File: src/rtl/lsu_rmw.sv
`timescale 1ns/1ps
// lsu_rmw: load/store unit that turns RV32 byte/half/word loads and stores into
// full-word RAM accesses. Loads get lane extraction plus sign/zero extension;
// sub-word stores do a read-modify-write because RAM byte enables are fixed.
// One request in flight; lsu_busy is high outside IDLE and lsu_done pulses for
// one cycle. Load latency is 3 cycles after the accept edge, SW is 2, SB/SH is 4.
// Ports:
//   clk, rst                 core clock, asynchronous active-high reset
//   lsu_req/wen/funct3/addr/wdata   request from execute (sampled in IDLE only)
//   lsu_busy/done/rdata/err  status and load result toward the core
//   ram_addr/wen/width/store word-wide RAM request (synchronous-read RAM)
//   ram_load                 RAM read data, valid one cycle after ram_addr
// Optional macro LSU_MISALIGN_TRAP_EN: misaligned H/W and illegal funct3 skip
// the RAM and complete one cycle after accept with lsu_err = 1. Without it,
// misaligned addresses are rounded down and lsu_err is tied to 0.
module lsu_rmw #(
  parameter int ADDR_W = 32,
  parameter int DATA_W = 32
) (
  input  logic              clk,
  input  logic              rst,
  input  logic              lsu_req,
  input  logic              lsu_wen,
  input  logic [2:0]        lsu_funct3,
  input  logic [ADDR_W-1:0] lsu_addr,
  input  logic [DATA_W-1:0] lsu_wdata,
  output logic              lsu_busy,
  output logic              lsu_done,
  output logic [DATA_W-1:0] lsu_rdata,
  output logic              lsu_err,
  output logic [ADDR_W-1:0] ram_addr,
  output logic              ram_wen,
  output logic [1:0]        ram_width,
  output logic [DATA_W-1:0] ram_store,
  input  logic [DATA_W-1:0] ram_load
);

  typedef enum logic [2:0] {S_IDLE, S_RD_ADDR, S_RD_DATA, S_WR, S_DONE} state_t;

  localparam logic [1:0] SZ_B = 2'd0;
  localparam logic [1:0] SZ_H = 2'd1;
  localparam logic [1:0] SZ_W = 2'd2;

  state_t            r_state;
  state_t            w_next;
  logic [ADDR_W-1:0] r_addr;
  logic [1:0]        r_off;
  logic [1:0]        r_size;
  logic              r_sign;
  logic              r_wen;
  logic [15:0]       r_wdata;
  logic [DATA_W-1:0] r_store;
  logic [DATA_W-1:0] r_rdata;

  logic [1:0]        w_size;
  logic [1:0]        w_off;
  logic              w_sign;
  logic              w_accept;
  logic              w_trap;
  logic [7:0]        w_byte;
  logic [15:0]       w_half;
  logic [DATA_W-1:0] w_load_ext;
  logic [DATA_W-1:0] w_merge;

  assign w_accept = (r_state == S_IDLE) && lsu_req;

  // Width decode. Illegal encodings (011, 11x, BU/HU as a store) fall through
  // to word width. The lane offset drops address bits that a wider access
  // ignores, which is what rounds a misaligned address down.
  always_comb begin
    w_size = SZ_W;
    w_sign = 1'b0;
    w_off  = 2'b00;
    case (lsu_funct3)
      3'b000: begin w_size = SZ_B; w_sign = 1'b1; end
      3'b001: begin w_size = SZ_H; w_sign = 1'b1; end
      3'b100: if (!lsu_wen) w_size = SZ_B;
      3'b101: if (!lsu_wen) w_size = SZ_H;
      default: ;
    endcase
    case (w_size)
      SZ_B:    w_off = lsu_addr[1:0];
      SZ_H:    w_off = {lsu_addr[1], 1'b0};
      default: w_off = 2'b00;
    endcase
  end

`ifdef LSU_MISALIGN_TRAP_EN
  logic w_illegal;
  logic w_misal;
  logic r_err;

  assign w_illegal = (lsu_funct3 == 3'b011) || (lsu_funct3[2:1] == 2'b11) ||
                     (lsu_wen && lsu_funct3[2] && !lsu_funct3[1]);
  assign w_misal   = ((w_size == SZ_H) && lsu_addr[0]) ||
                     ((w_size == SZ_W) && (lsu_addr[1:0] != 2'b00));
  assign w_trap    = w_illegal || w_misal;

  always_ff @(posedge clk or posedge rst) begin
    if (rst)           r_err <= 1'b0;
    else if (w_accept) r_err <= w_trap;
  end
`else
  assign w_trap = 1'b0;
`endif

  // State register
  always_ff @(posedge clk or posedge rst) begin
    if (rst) r_state <= S_IDLE;
    else     r_state <= w_next;
  end

  // Next-state logic. Full-word stores need no read, so they go straight to WR.
  always_comb begin
    w_next = r_state;
    case (r_state)
      S_IDLE: begin
        if (lsu_req) begin
          if (w_trap)                         w_next = S_DONE;
          else if (lsu_wen && w_size == SZ_W) w_next = S_WR;
          else                                w_next = S_RD_ADDR;
        end
      end
      S_RD_ADDR: w_next = S_RD_DATA;
      S_RD_DATA: w_next = r_wen ? S_WR : S_DONE;
      S_WR:      w_next = S_DONE;
      S_DONE:    w_next = S_IDLE;
      default:   w_next = S_IDLE;
    endcase
  end

  // Lane extraction for loads (ram_load is valid during RD_DATA)
  always_comb begin
    w_byte = ram_load[7:0];
    case (r_off)
      2'd1:    w_byte = ram_load[15:8];
      2'd2:    w_byte = ram_load[23:16];
      2'd3:    w_byte = ram_load[31:24];
      default: w_byte = ram_load[7:0];
    endcase
    w_half = r_off[1] ? ram_load[31:16] : ram_load[15:0];
    case (r_size)
      SZ_B:    w_load_ext = {{24{r_sign & w_byte[7]}}, w_byte};
      SZ_H:    w_load_ext = {{16{r_sign & w_half[15]}}, w_half};
      default: w_load_ext = ram_load;
    endcase
  end

  // Store merge: overlay the new byte/half on the word just read back
  always_comb begin
    w_merge = ram_load;
    if (r_size == SZ_B) begin
      case (r_off)
        2'd0: w_merge[7:0]   = r_wdata[7:0];
        2'd1: w_merge[15:8]  = r_wdata[7:0];
        2'd2: w_merge[23:16] = r_wdata[7:0];
        2'd3: w_merge[31:24] = r_wdata[7:0];
        default: ;
      endcase
    end else if (r_size == SZ_H) begin
      if (r_off[1]) w_merge[31:16] = r_wdata;
      else          w_merge[15:0]  = r_wdata;
    end
  end

  // Request capture and datapath registers. r_store is preloaded with the
  // full store word at accept so a SW can go straight to WR.
  always_ff @(posedge clk or posedge rst) begin
    if (rst) begin
      r_addr  <= '0;
      r_off   <= 2'b00;
      r_size  <= SZ_W;
      r_sign  <= 1'b0;
      r_wen   <= 1'b0;
      r_wdata <= '0;
      r_store <= '0;
      r_rdata <= '0;
    end else begin
      if (w_accept) begin
        r_addr  <= {lsu_addr[ADDR_W-1:2], 2'b00};
        r_off   <= w_off;
        r_size  <= w_size;
        r_sign  <= w_sign;
        r_wen   <= lsu_wen;
        r_wdata <= lsu_wdata[15:0];
        r_store <= lsu_wdata;
      end
      if (r_state == S_RD_DATA) begin
        if (r_wen) r_store <= w_merge;
        else       r_rdata <= w_load_ext;
      end
    end
  end

  // Outputs
  always_comb begin
    lsu_busy  = (r_state != S_IDLE);
    lsu_done  = (r_state == S_DONE);
    ram_wen   = (r_state == S_WR);
    ram_width = 2'b10;
    ram_addr  = r_addr;
    ram_store = r_store;
    lsu_rdata = r_rdata;
`ifdef LSU_MISALIGN_TRAP_EN
    lsu_err   = r_err && (r_state == S_DONE);
`else
    lsu_err   = 1'b0;
`endif
  end

endmodule
File: config.mk
export PLATFORM = sky130hd
export DESIGN_NAME = lsu_rmw
export DESIGN_NICKNAME = d
export VERILOG_FILES = /design/src/rtl/lsu_rmw.sv
export SDC_FILE = /design/constraint.sdc
export NUM_CORES = 1
export LEC_CHECK = 0
export CELL_PAD_IN_SITES_DETAIL_PLACEMENT = 1
export CELL_PAD_IN_SITES_GLOBAL_PLACEMENT = 1
export CORE_AREA = 2 2 135 137
export DETAILED_ROUTE_END_ITERATION = 6
export DIE_AREA = 0 0 137 139
export HOLD_SLACK_MARGIN = 0.15
export PLACE_DENSITY_LB_ADDON = 0.1
export SYNTH_ARGS = -nofsm -noshare
export SYNTH_HDL_FRONTEND = slang
export SYNTH_SLANG_ARGS = --single-unit
File: constraint.sdc
create_clock -name clk -period 4.65 [get_ports clk]
set_input_delay 0.465 -clock clk [delete_from_list [all_inputs] [get_ports clk]]
set_output_delay 0.465 -clock clk [all_outputs]
set_load 0.05 [all_outputs]
Word-level counts from Yosys, hierarchy flattened
Cells that the tools add are included.

operators by class
  bitwise gates (word level) = 3
  reductions and logical operators = 10
  mux-type cells = 23
  equal/unequal tests = 14

operator list
  operator              count
  $mux W32              5
  $pmux W32 S2          1
  $mux W16              3
  $mux W8               4
  $pmux W8 S3           1
  $pmux W3 S4           1
  $eq A3 B3 Y1 const B  3
  $pmux W2 S4           1
  $eq A2 B1 Y1 const B  3
  $eq A2 B2 Y1 const B  3
  $eq A3 B1 Y1 const B  2
  $eq A3 B2 Y1 const B  2
  $logic_not A2 Y1      3
  $logic_not A3 Y1      2
  $mux W2               3
  $mux W3               2
  $pmux W2 S2           1
  $reduce_bool A3 Y1    1
  $and A1 B1 Y1         2
  $logic_and A1 B1 Y1   2
  $ne A2 B2 Y1 const B  1
  $reduce_and A2 Y1     1
  $reduce_or A2 Y1      1
  $mux W1               1
  $not A1 Y1            1

word-level totals
  word-level logic and storage cells = 59
  register bits after elaboration = 119
  output and inout bits = 102

Longest topological paths before layout
Gate-level depths: netlist of the first run.

  word-level depth = 7
  mapped depth = 7
  gate-level depth less buffers = 4

Worst setup path after synthesis of the first run
Ideal clock, no wire load.

  path kind = register to register
  from = reg r_state[2]
  to = reg r_rdata[8], in the netlist lsu_rdata[8]
  data required time = 4.512 ns
  library setup time = 0.138 ns
  stages on the path, launching flop included = 6
  arrival = 1.628 ns
  path slack = 2.885 ns
  buffers on the path = 2
  path through = dfrtp_1 buf_6 or4b_1 buf_2 a211oi_2 a21oi_1

on the way
  cells in the longest elaborated chain, start to end = 2

ends and longest elaborated chain
  item                         RTL line  RTL
  start: declaration           44        state_t r_state;
  start signal: assignment     110       else r_state <= w_next;
  $eq A3 B2 Y1                 188       if (r_state == S_RD_DATA) begin
  $reduce_and A2 Y1 (no line)  --
  end signal: assignment       190       else r_rdata <= w_load_ext;
  end: declaration             53        logic [DATA_W-1:0] r_rdata;

No other way between the ends.
A chain may end at the register's enable or synchronous reset.

Worst setup path in the final report of the first run
  from = reg r_size[0]
  to = reg r_store[14], in the netlist ram_store[14]

on the way
  cells in the longest elaborated chain, start to end = 5
  elaborated cells between the ends (all ways) = 6
  classes of those cells = 1 x eq/ne; 4 x mux; 1 x reduce/logical

ends and longest elaborated chain
  item                      RTL line  RTL
  start: declaration        48        logic [1:0] r_size;
  start signal: assignment  182       r_size <= w_size;
  $eq A2 B1 Y1              160       end else if (r_size == SZ_H) begin
  $mux W32                  160
  $mux W32 *                152       if (r_size == SZ_B) begin
  $mux W32 *                189       if (r_wen) r_store <= w_merge;
  $mux W32 *                188
  end signal: assignment    186       r_store <= lsu_wdata;
  end signal: assignment    189
  end: declaration          52        logic [DATA_W-1:0] r_store;

Every way passes the cells marked *; elsewhere a longest branch is shown, timed or not.

==> results of run 1 <==
==> power breakdown <==
group	total (W)	leakage, nW	switching [W]	internal (W)
clock	0.00118	0.253	0.000463	0.000715
sequential	0.00202	1.45	0.000464	0.00156
combinational	0.00384	1.99	0.00253	0.00131
==> flip-flops by register name (all words and copies together), names as in the netlist <==
| register | count |
|---|---|
| lsu_rdata | 32 |
| ram_store | 32 |
| ram_addr | 30 |
| r_wdata | 16 |
| r_state | 3 |
| r_off | 2 |
| r_size | 2 |
| r_sign | 1 |
| r_wen | 1 |
==> area by class of cell <==
| cell class | instances | area (µm²) |
|---|---|---|
| fillers | 1997 | 9330 |
| flip-flops and latches | 119 | 2980 |
| multi-input cells | 442 | 2460 |
| repair buffers | 207 | 2050 |
| clock buffers | 18 | 429 |
| well taps | 229 | 287 |
| clock inverters | 11 | 87.6 |
| inverters | 7 | 28.8 |
==> synthesized netlist by cell type, types with 2 or more instances <==
cell type	count	area share [%]
mux2_2	6	1.2
conb_1	2	0.13
a211oi_1	13	1.7
inv_1	7	0.46
a21o_1	4	0.53
a22o_1	3	0.46
a21oi_1	35	3.1
o31ai_1	2	0.26
a221oi_1	6	0.93
a311oi_1	4	0.62
nand2b_1	6	0.66
or2_2	2	0.22
a22oi_1	32	4.2
or3_1	7	0.77
nand3_1	31	2.7
mux2i_1	16	2.8
clkbuf_1	25	1.7
a31oi_1	14	1.5
buf_6	3	0.59
dfrtp_1	118	52
buf_2	12	1.1
and2_1	6	0.66
o21ai_1	2	0.18
nand2_1	179	12
nor3_1	4	0.35
buf_1	2	0.13
o21ai_0	9	0.79
nor2_1	14	0.93
o2bb2ai_1	7	1.1
buf_4	5	0.66
a21boi_0	12	1.6
and3_1	8	0.88
==> worst max-delay path by stage <==
stage,start,end,depth (start not counted)
after floorplan,rst,lsu_rdata[0],1
after global routing,r_size[0],ram_store[12],4
after CTS,r_size[0],ram_store[8],4
final,r_size[0],ram_store[14],4
after global placement,lsu_req,ram_store[13],5
after detailed placement,r_size[0],ram_store[8],4
==> placed cells by master (no fill, tap or decap), types with 3 or more instances in the layout <==
master / n
a211oi_1: 13
a21boi_0: 12
a21o_1: 4
a21oi_1: 35
a221oi_1: 6
a22o_1: 3
a22oi_1: 32
a311oi_1: 4
a31oi_1: 14
and2_1: 6
and3_1: 8
buf_4: 8
clkbuf_16: 17
clkdlybuf4s50_1: 199
clkinv_2: 7
clkinvlp_4: 3
conb_1: 5
dfrtp_1: 118
inv_1: 6
mux2_2: 6
mux2i_1: 16
nand2_1: 178
nand2b_1: 6
nand3_1: 31
nor2_1: 14
nor3_1: 4
o21ai_0: 9
o2bb2ai_1: 7
or3_1: 7
==> worst register-to-register path, stage by stage (launching register included) <==
cell	delay [ns]
dfrtp_1	0.54
nand2b_1	0.53
nor3_1	1.02
a21oi_1	0.19
a22oi_1	0.20
==> through the flow <==
| stage | instances | setup slack, ns | hold WS (ns) | utilization, % |
|---|---|---|---|---|
| floorplan | 615 | 1.03 | 0.469 | - |
| global placement | 1004 | 2.17 | 0.457 | 44.2 |
| detailed placement | 1004 | 2.09 | 0.463 | 44.2 |
| CTS | 1033 | 2.08 | 0.483 | 47.2 |
| global route | 1033 | 1.78 | 0.507 | 47.2 |
| finish | 1033 | 2.09 | 0.475 | 47.2 |
==> metal layers <==
layer  vias to the layer above  global-route usage [%]  wire (µm)
li1                       2498                       -          -
met1                      2648                    27.3       8710
met2                       177                    35.6       9930
met3                        34                    6.36       1440
met4                         0                    8.46        546
met5                         -                       0          0
==> cells by family after synthesis <==
logic type / Yosys count / share of synthesized area (%)
other cells: 2 / 0.132
compound gates: 149 / 18.2
flops: 119 / 52.5
mux: 22 / 4.01
simple gates: 266 / 20.7
buf+inv: 54 / 4.56
==> flow_summary.yaml, run 1 <==
routing:
  dr.pass1.iters: 4
  initialDrtViolationCount: 310
  vias_per_cell: 5.19
  drc: 0
  via_count: 5357
  final_antenna_net_count: 0
  routed_wl_mm: 20.6
  wl_per_cell_um: 20.0
synth:
  async_flop_share_pct: 100
  synth_seq_cells: 119
  syn_inst: 612
  synth_ff_type: "dfrtp_1"
  yosysWarnings: 0
  synth.distinct_cells: 48
  synth_edf_count: 0
  synth_area_mm2: 0.00568
  yosysSeqAreaShare_pct: 52.5
  syn_avg_cell_area_um2: 9.28
final_layout:
  fin_area_mm2: 0.00833
  diodes: 0
  final_layout_size_suffix_gt1_share_pct: 6.59
  layout-area-overhead-vs-synth_pct: 46.6
  nets: 897
cts:
  cts_setup_buffers: 0
  postCtsHoldBufs: 0
  insertion_delay_ns: 0.41
  clockRootBuffer: "clkbuf_16"
  cts_tree: "yes"
  clk_pin_slew_worst_paths_ns: 0.05
  ctsResizeCount: 0
  cts_sinks: 119
  cts_buffers: 17
  cts_max_level: 4
  clockBufferDepth: 2
worst_setup_path:
  ff2ff_setup_slack_ns: 2.09
  critical_path_class: "reg -> reg"
  worstRegToRegCells: 4
  required_ns: 4.97
  start_kind: "flop"
  end_kind: "flop"
  path_buf_inv: 0
  cp_top_family: "simple AND/OR/NAND/NOR gates"
  r2r-start: "r_size[0]"
  path_cells: "nand2b_1 -> nor3_1 -> a21oi_1 -> a22oi_1"
  path_max_fanout: 23
  arrival_ns: 2.89
  timing.rr.end: "ram_store[14]"
  cpPeakStageDelay_ns: 1.02
  slowest_stage: "nor3_1"
die:
  core_mm2: 0.0177
  chipWidth_um: 137
  die_area_mm2: 0.0190
  die_h_um: 139
  start_util_pct: 32.2
  rows: 49
  pin_count: 205
pwr:
  p_leak_nw: 3.69
  total_power_w: 0.00704
  peakVddDrop_uv: 378
  power_density_mw_per_mm2: 846
hold_path:
  holdPathEnd: "ram_addr[11]"
  hp-class: "reg -> reg"
  min_path_cells: 2
  holdCritStartpoint: "ram_addr[11]"
run:
  max_cap_violations: 0
global_routing:
  grt_use_total_pct: 21.9
  grt-ovfl-total: 0
  antenna_found_initial: 0
  grt_max_degree: 72
  grt_pass1_vias: 5739
  grt_pass1_wl_mm: 31.9
placed_design:
  place_hpwl_mm: 15.1
  place.gp.congestion: 0.844
  io_buffers: 199
  postPlaceCellArea_mm2: 0.00781
status:
  status: "completed"
timing:
  skew_ns: 0.00751
  maxSlewViolCount: 0
  worst-slew-pin-transition_ns: 1.15
  finalHoldViolCount: 0
  relSlewSlack_pct: 23.0
  min_period_ns: 2.56
  fin_setup_tns_ns: 0
  rsz0062_at_grt: "no"
  max_freq_mhz: 390
  setup_viol: 0
  fin_crit_sh_pct: 55.1
Note: power is estimated with default switching activity, not from simulation.
==> inputs of run 2 (changes only) <==
CORE_AREA = 2 2 141 143   (was 2 2 135 137)
DIE_AREA = 0 0 143 145   (was 0 0 137 139)
clock period = 2.1 ns   (was 4.65 ns; I/O delays follow)
==> run 2 against run 1 <==
Effect of this change: clock-buffer cell count is 4 higher; combinational power up 130%; sequential share of layout area shrank 1.6 points; die area rose by 8.9%; clock power rose to 2.5 times the previous value; largest power group unchanged.
==> flow_summary.yaml, run 2 (synthesis gave the netlist of run 1 again) <==
status:
  status: "completed"
pwr:
  pwr-share-seq_pct: 26.4
  p_sw_w: 0.00779
  power_density_mw_per_mm2: 1870
  p_leak_nw: 3.90
  peakVddDrop_uv: 784
  power_frac_clock_pct: 18.4
  comb_power_share_pct: 55.2
  swShare_pct: 47.9
  p_int_w: 0.00849
timing:
  fin_crit_sh_pct: 92.3
  finalHoldViolCount: 0
  setup_ws_ns: 0.161
  maxSlewViolCount: 0
  max_freq_mhz: 516
  setup_viol: 0
  min_period_ns: 1.94
  rsz0062_at_grt: "no"
  fin_setup_tns_ns: 0
  skew_ns: 0.00867
  relSlewSlack_pct: 49.6
  worst-slew-pin-transition_ns: 0.750
worst_setup_path:
  end_kind: "flop"
  r2r-start: "r_wen"
  slowest_stage: "or4b_1"
  startpoint: "r_wen"
  arrival_ns: 2.20
  cpPeakStageDelay_ns: 0.58
  ff2ff_setup_slack_ns: 0.16
  required_ns: 2.36
  critical_path_class: "reg -> reg"
  path_cells: "or4b_1 -> buf_4 -> or3_1 -> o21ai_0 -> a21oi_1"
  path_max_fanout: 24
  worstRegToRegCells: 5
  start_kind: "flop"
final_layout:
  finalNonFillerCells: 1103
  final_layout_size_suffix_gt1_share_pct: 10.5
  nets: 929
  layout-area-overhead-vs-synth_pct: 53.6
  final_cell_mix: "clkdlybuf4s50_1 (196), nand2_1 (178), dfrtp_1 (118)"
  layout_commonest_cell: "clkdlybuf4s50_1"
  fillers: 2163
cts:
  clk_pin_slew_worst_paths_ns: 0.06
  cts_buffers: 17
  cts_sinks: 119
  ctsResizeCount: 0
  clockRootBuffer: "clkbuf_16"
  cts_setup_buffers: 0
  cts_tree: "yes"
  postCtsHoldBufs: 0
  insertion_delay_ns: 0.41
  cts_max_level: 4
  clockBufferDepth: 2
global_routing:
  grt_use_total_pct: 21.2
  grt_max_degree: 57
  grt_pass1_wl_mm: 33.7
  grt-ovfl-total: 0
  grt_pass1_vias: 6050
  antenna_found_initial: 2
placed_design:
  io_buffers: 199
  pre_cts_ws_ns: 0.137
  place_hpwl_mm: 16.5
  place.gp.congestion: 0.830
  dpl.cell_count: 1072
routing:
  dr.pass1.iters: 4
  routed.top_layer: "met4"
  route.met2.wl_mm: 10.5
  wl_met1_mm: 8.99
  drc: 0
  routed_wl_mm: 21.9
  wl_met3_mm: 1.60
  via_count: 5551
  vias_per_cell: 5.03
  final_antenna_net_count: 0
  wl_per_cell_um: 19.8
  initialDrtViolationCount: 243
die:
  rows: 51
  pin_count: 205
  die_area_mm2: 0.0207
  start_util_pct: 29.6
  chipWidth_um: 143
  die_h_um: 145
  core_mm2: 0.0192
run:
  max_cap_violations: 0
hold_path:
  hp-class: "in -> async"
[run 2: cell count changes in the layout (fill, tap and decap cells not counted)]
cell	change
clkdlybuf4s50_1	-3
clkbuf_8	+3
buf_4	+32
diode_2	+1
clkinvlp_4	+1
buf_12	+3
clkinv_2	-5
bufinv_16	+2
inv_4	-1
clkbuf_1	+1
[run 2: final cells by class]
| class | instances | area [µm²] | share of cell area (%) |
|---|---|---|---|
| clock buffers | 22 | 474 | 5.43 |
| inverters | 7 | 30.0 | 0.344 |
| multi-input cells | 442 | 2460 | 28.2 |
| diodes | 1 | 2.50 | 0.0287 |
| well taps | 265 | 332 | 3.80 |
| repair buffers | 239 | 2320 | 26.6 |
| flip-flops and latches | 119 | 2980 | 34.1 |
| clock inverters | 8 | 123 | 1.41 |
[run 2: routing by layer]
| metal | global-route usage [%] | vias to the layer above |
|---|---|---|
| met5 | 0 | - |
| met4 | 9.60 | 0 |
| met3 | 5.41 | 34 |
| met2 | 34.3 | 217 |
| met1 | 26.5 | 2738 |
| li1 | - | 2562 |
[run 2: metrics by stage]
step | total power (W) | instance area, µm² | util [%] | hold slack (ns)
6_report | 0.0163 | 8730 | 45.4 | 0.227
5_1_grt | 0.0172 | 8720 | 45.4 | 0.254
4_1_cts | 0.0164 | 8720 | 45.4 | 0.244
3_5_place_dp | 0.0134 | 8130 | 42.3 | 0.466
3_3_place_gp | 0.0131 | 8130 | 42.3 | 0.457
2_1_floorplan | 0.0100 | 5690 | - | 0.308
[run 2: final timing paths]
path | end
setup / recovery | lsu_rdata[11]
hold / removal | lsu_rdata[31]
setup reg to reg | lsu_rdata[11]
hold reg to reg | ram_addr[10]
max in group asynchronous | ram_store[7]
min in group clk | ram_addr[26]
[run 2: worst max-delay path, delay by kind of cell, from the launching register on]
kind	cells	cell delay (ns)
AND/OR/NAND/NOR	2	0.91
flip-flops	1	0.45
AO/OA/AOI/OAI	2	0.16
buffers and inverters	1	0.26
[run 2: power by group through the flow]
stage                     sequential, W  clock, W  combinational [W]
after floorplan                 0.00712         0            0.00293
after global placement          0.00429         0            0.00885
after detailed placement        0.00432         0            0.00905
after CTS                       0.00431   0.00304            0.00908
after global routing            0.00446   0.00313            0.00960
final                           0.00430   0.00299            0.00899
==> inputs of run 3 (changes only) <==
CORE_AREA = 4 4 143 145   (was 2 2 141 143)
DIE_AREA = 0 0 147 149   (was 0 0 143 145)
==> run 3 against run 2 <==
Effect of this change: fmax is 2.4% lower; first-iteration DRC count grew 4.5%; clock power down 1%; total power fell by 0.28%; setup slack got worse by 0.047 ns; register-to-register slack lost 0.05 ns; critical path depth decreased by 1.
==> flow_summary.yaml, run 3 (synthesis gave the netlist of run 1 again) <==
status:
  status: "completed"
timing:
  maxSlewViolCount: 0
  setup_viol: 0
  setup_ws_ns: 0.114
  fin_crit_sh_pct: 94.6
  max_freq_mhz: 503
  skew_ns: 0.00654
  relSlewSlack_pct: 51.9
  fin_setup_tns_ns: 0
  finalHoldViolCount: 0
  worst-slew-pin-transition_ns: 0.717
  rsz0062_at_grt: "no"
  min_period_ns: 1.99
routing:
  routed.top_layer: "met4"
  dr.pass1.iters: 4
  drc: 0
  route.met2.wl_mm: 10.7
  wl_met3_mm: 1.79
  routed_wl_mm: 22.0
  initialDrtViolationCount: 254
  final_antenna_net_count: 0
  wl_met1_mm: 8.99
  wl_per_cell_um: 20.1
  via_count: 5517
  vias_per_cell: 5.03
final_layout:
  final_cell_mix: "clkdlybuf4s50_1 (196), nand2_1 (178), dfrtp_1 (118)"
  final_layout_size_suffix_gt1_share_pct: 9.87
  diodes: 0
  fillers: 2162
  layout_commonest_cell: "clkdlybuf4s50_1"
  nets: 922
  layout-area-overhead-vs-synth_pct: 52.5
cts:
  postCtsHoldBufs: 0
  clk_pin_slew_worst_paths_ns: 0.05
  cts_tree: "yes"
  cts_sinks: 119
  insertion_delay_ns: 0.41
  ctsResizeCount: 0
  cts_buffers: 17
  clockBufferDepth: 2
  clockRootBuffer: "clkbuf_16"
  cts_setup_buffers: 0
  cts_max_level: 4
pwr:
  total_power_w: 0.0162
  p_leak_nw: 3.87
  power_density_mw_per_mm2: 1870
  peakVddDrop_uv: 679
die:
  core_mm2: 0.0192
  die_area_mm2: 0.0219
  chipWidth_um: 147
  start_util_pct: 29.6
  rows: 51
  die_h_um: 149
  pin_count: 205
global_routing:
  grt-ovfl-total: 0
  grt_use_total_pct: 20.2
  grt_pass1_vias: 5955
  antenna_found_initial: 0
  grt_max_degree: 90
  grt_pass1_wl_mm: 34.5
worst_setup_path:
  end_kind: "flop"
  required_ns: 2.38
  r2r-start: "r_off[1]"
  arrival_ns: 2.27
  start_kind: "flop"
  path_max_fanout: 10
  critical_path_class: "reg -> reg"
  startpoint: "r_off[1]"
placed_design:
  place_hpwl_mm: 16.6
  io_buffers: 199
  pre_cts_ws_ns: 0.0130
  place.gp.congestion: 0.834
run:
  max_cap_violations: 0
hold_path:
  hp-class: "in -> async"
[run 3: per-stage QoR]
| stage | utilization, % | cell area [µm²] | hold WS, ns | cells |
|---|---|---|---|---|
| 6_report | 45.1 | 8660 | 0.286 | 1096 |
| 5_1_grt | 45.1 | 8660 | 0.320 | 1096 |
| 4_1_cts | 45.1 | 8660 | 0.293 | 1096 |
| 3_5_place_dp | 42.0 | 8070 | 0.467 | 1065 |
| 3_3_place_gp | 42.0 | 8070 | 0.457 | 1065 |
| 2_1_floorplan | - | 5690 | 0.308 | 615 |
[run 3: metal layers]
layer	track usage, %	vias up
li1	-	2554
met1	24.3	2718
met2	33.8	212
met3	6.68	33
met4	7.46	0
met5	0	-
[run 3: where the power goes]
group | leakage, nW | internal, W | total (W) | switching, W
Combinational | 2.13 | 0.00308 | 0.00898 | 0.00590
Clock | 0.292 | 0.00191 | 0.00295 | 0.00104
Sequential | 1.45 | 0.00345 | 0.00430 | 0.000856
[run 3: worst max-delay path: stages (launching register included)]
cell,delay [ns]
dfrtp_1,0.50
nor2_1,0.60
nand2_1,0.30
mux2i_1,0.33
a21oi_1,0.12
[run 3: cell type report]
class                   count  area (µm²)  area share, %
flip-flops and latches    119        2980           34.4
multi-input cells         442        2460           28.4
repair buffers            232        2270           26.2
clock buffers              21         460           5.32
well taps                 265         332           3.83
clock inverters            10         128           1.47
inverters                   7        30.0          0.347
[run 3: worst paths after layout]
path / end / slack [ns] / cells after the start
worst max-delay path: ram_store[3] / 0.11 / 4
worst min-delay path: ram_addr[11] / 0.29 / 3
worst max register to register: ram_store[3] / 0.11 / 4
worst min register to register: ram_addr[17] / 0.47 / 2
max in group asynchronous: ram_store[23] / 1.40 / 3
min in group clk: ram_addr[16] / 0.33 / 3
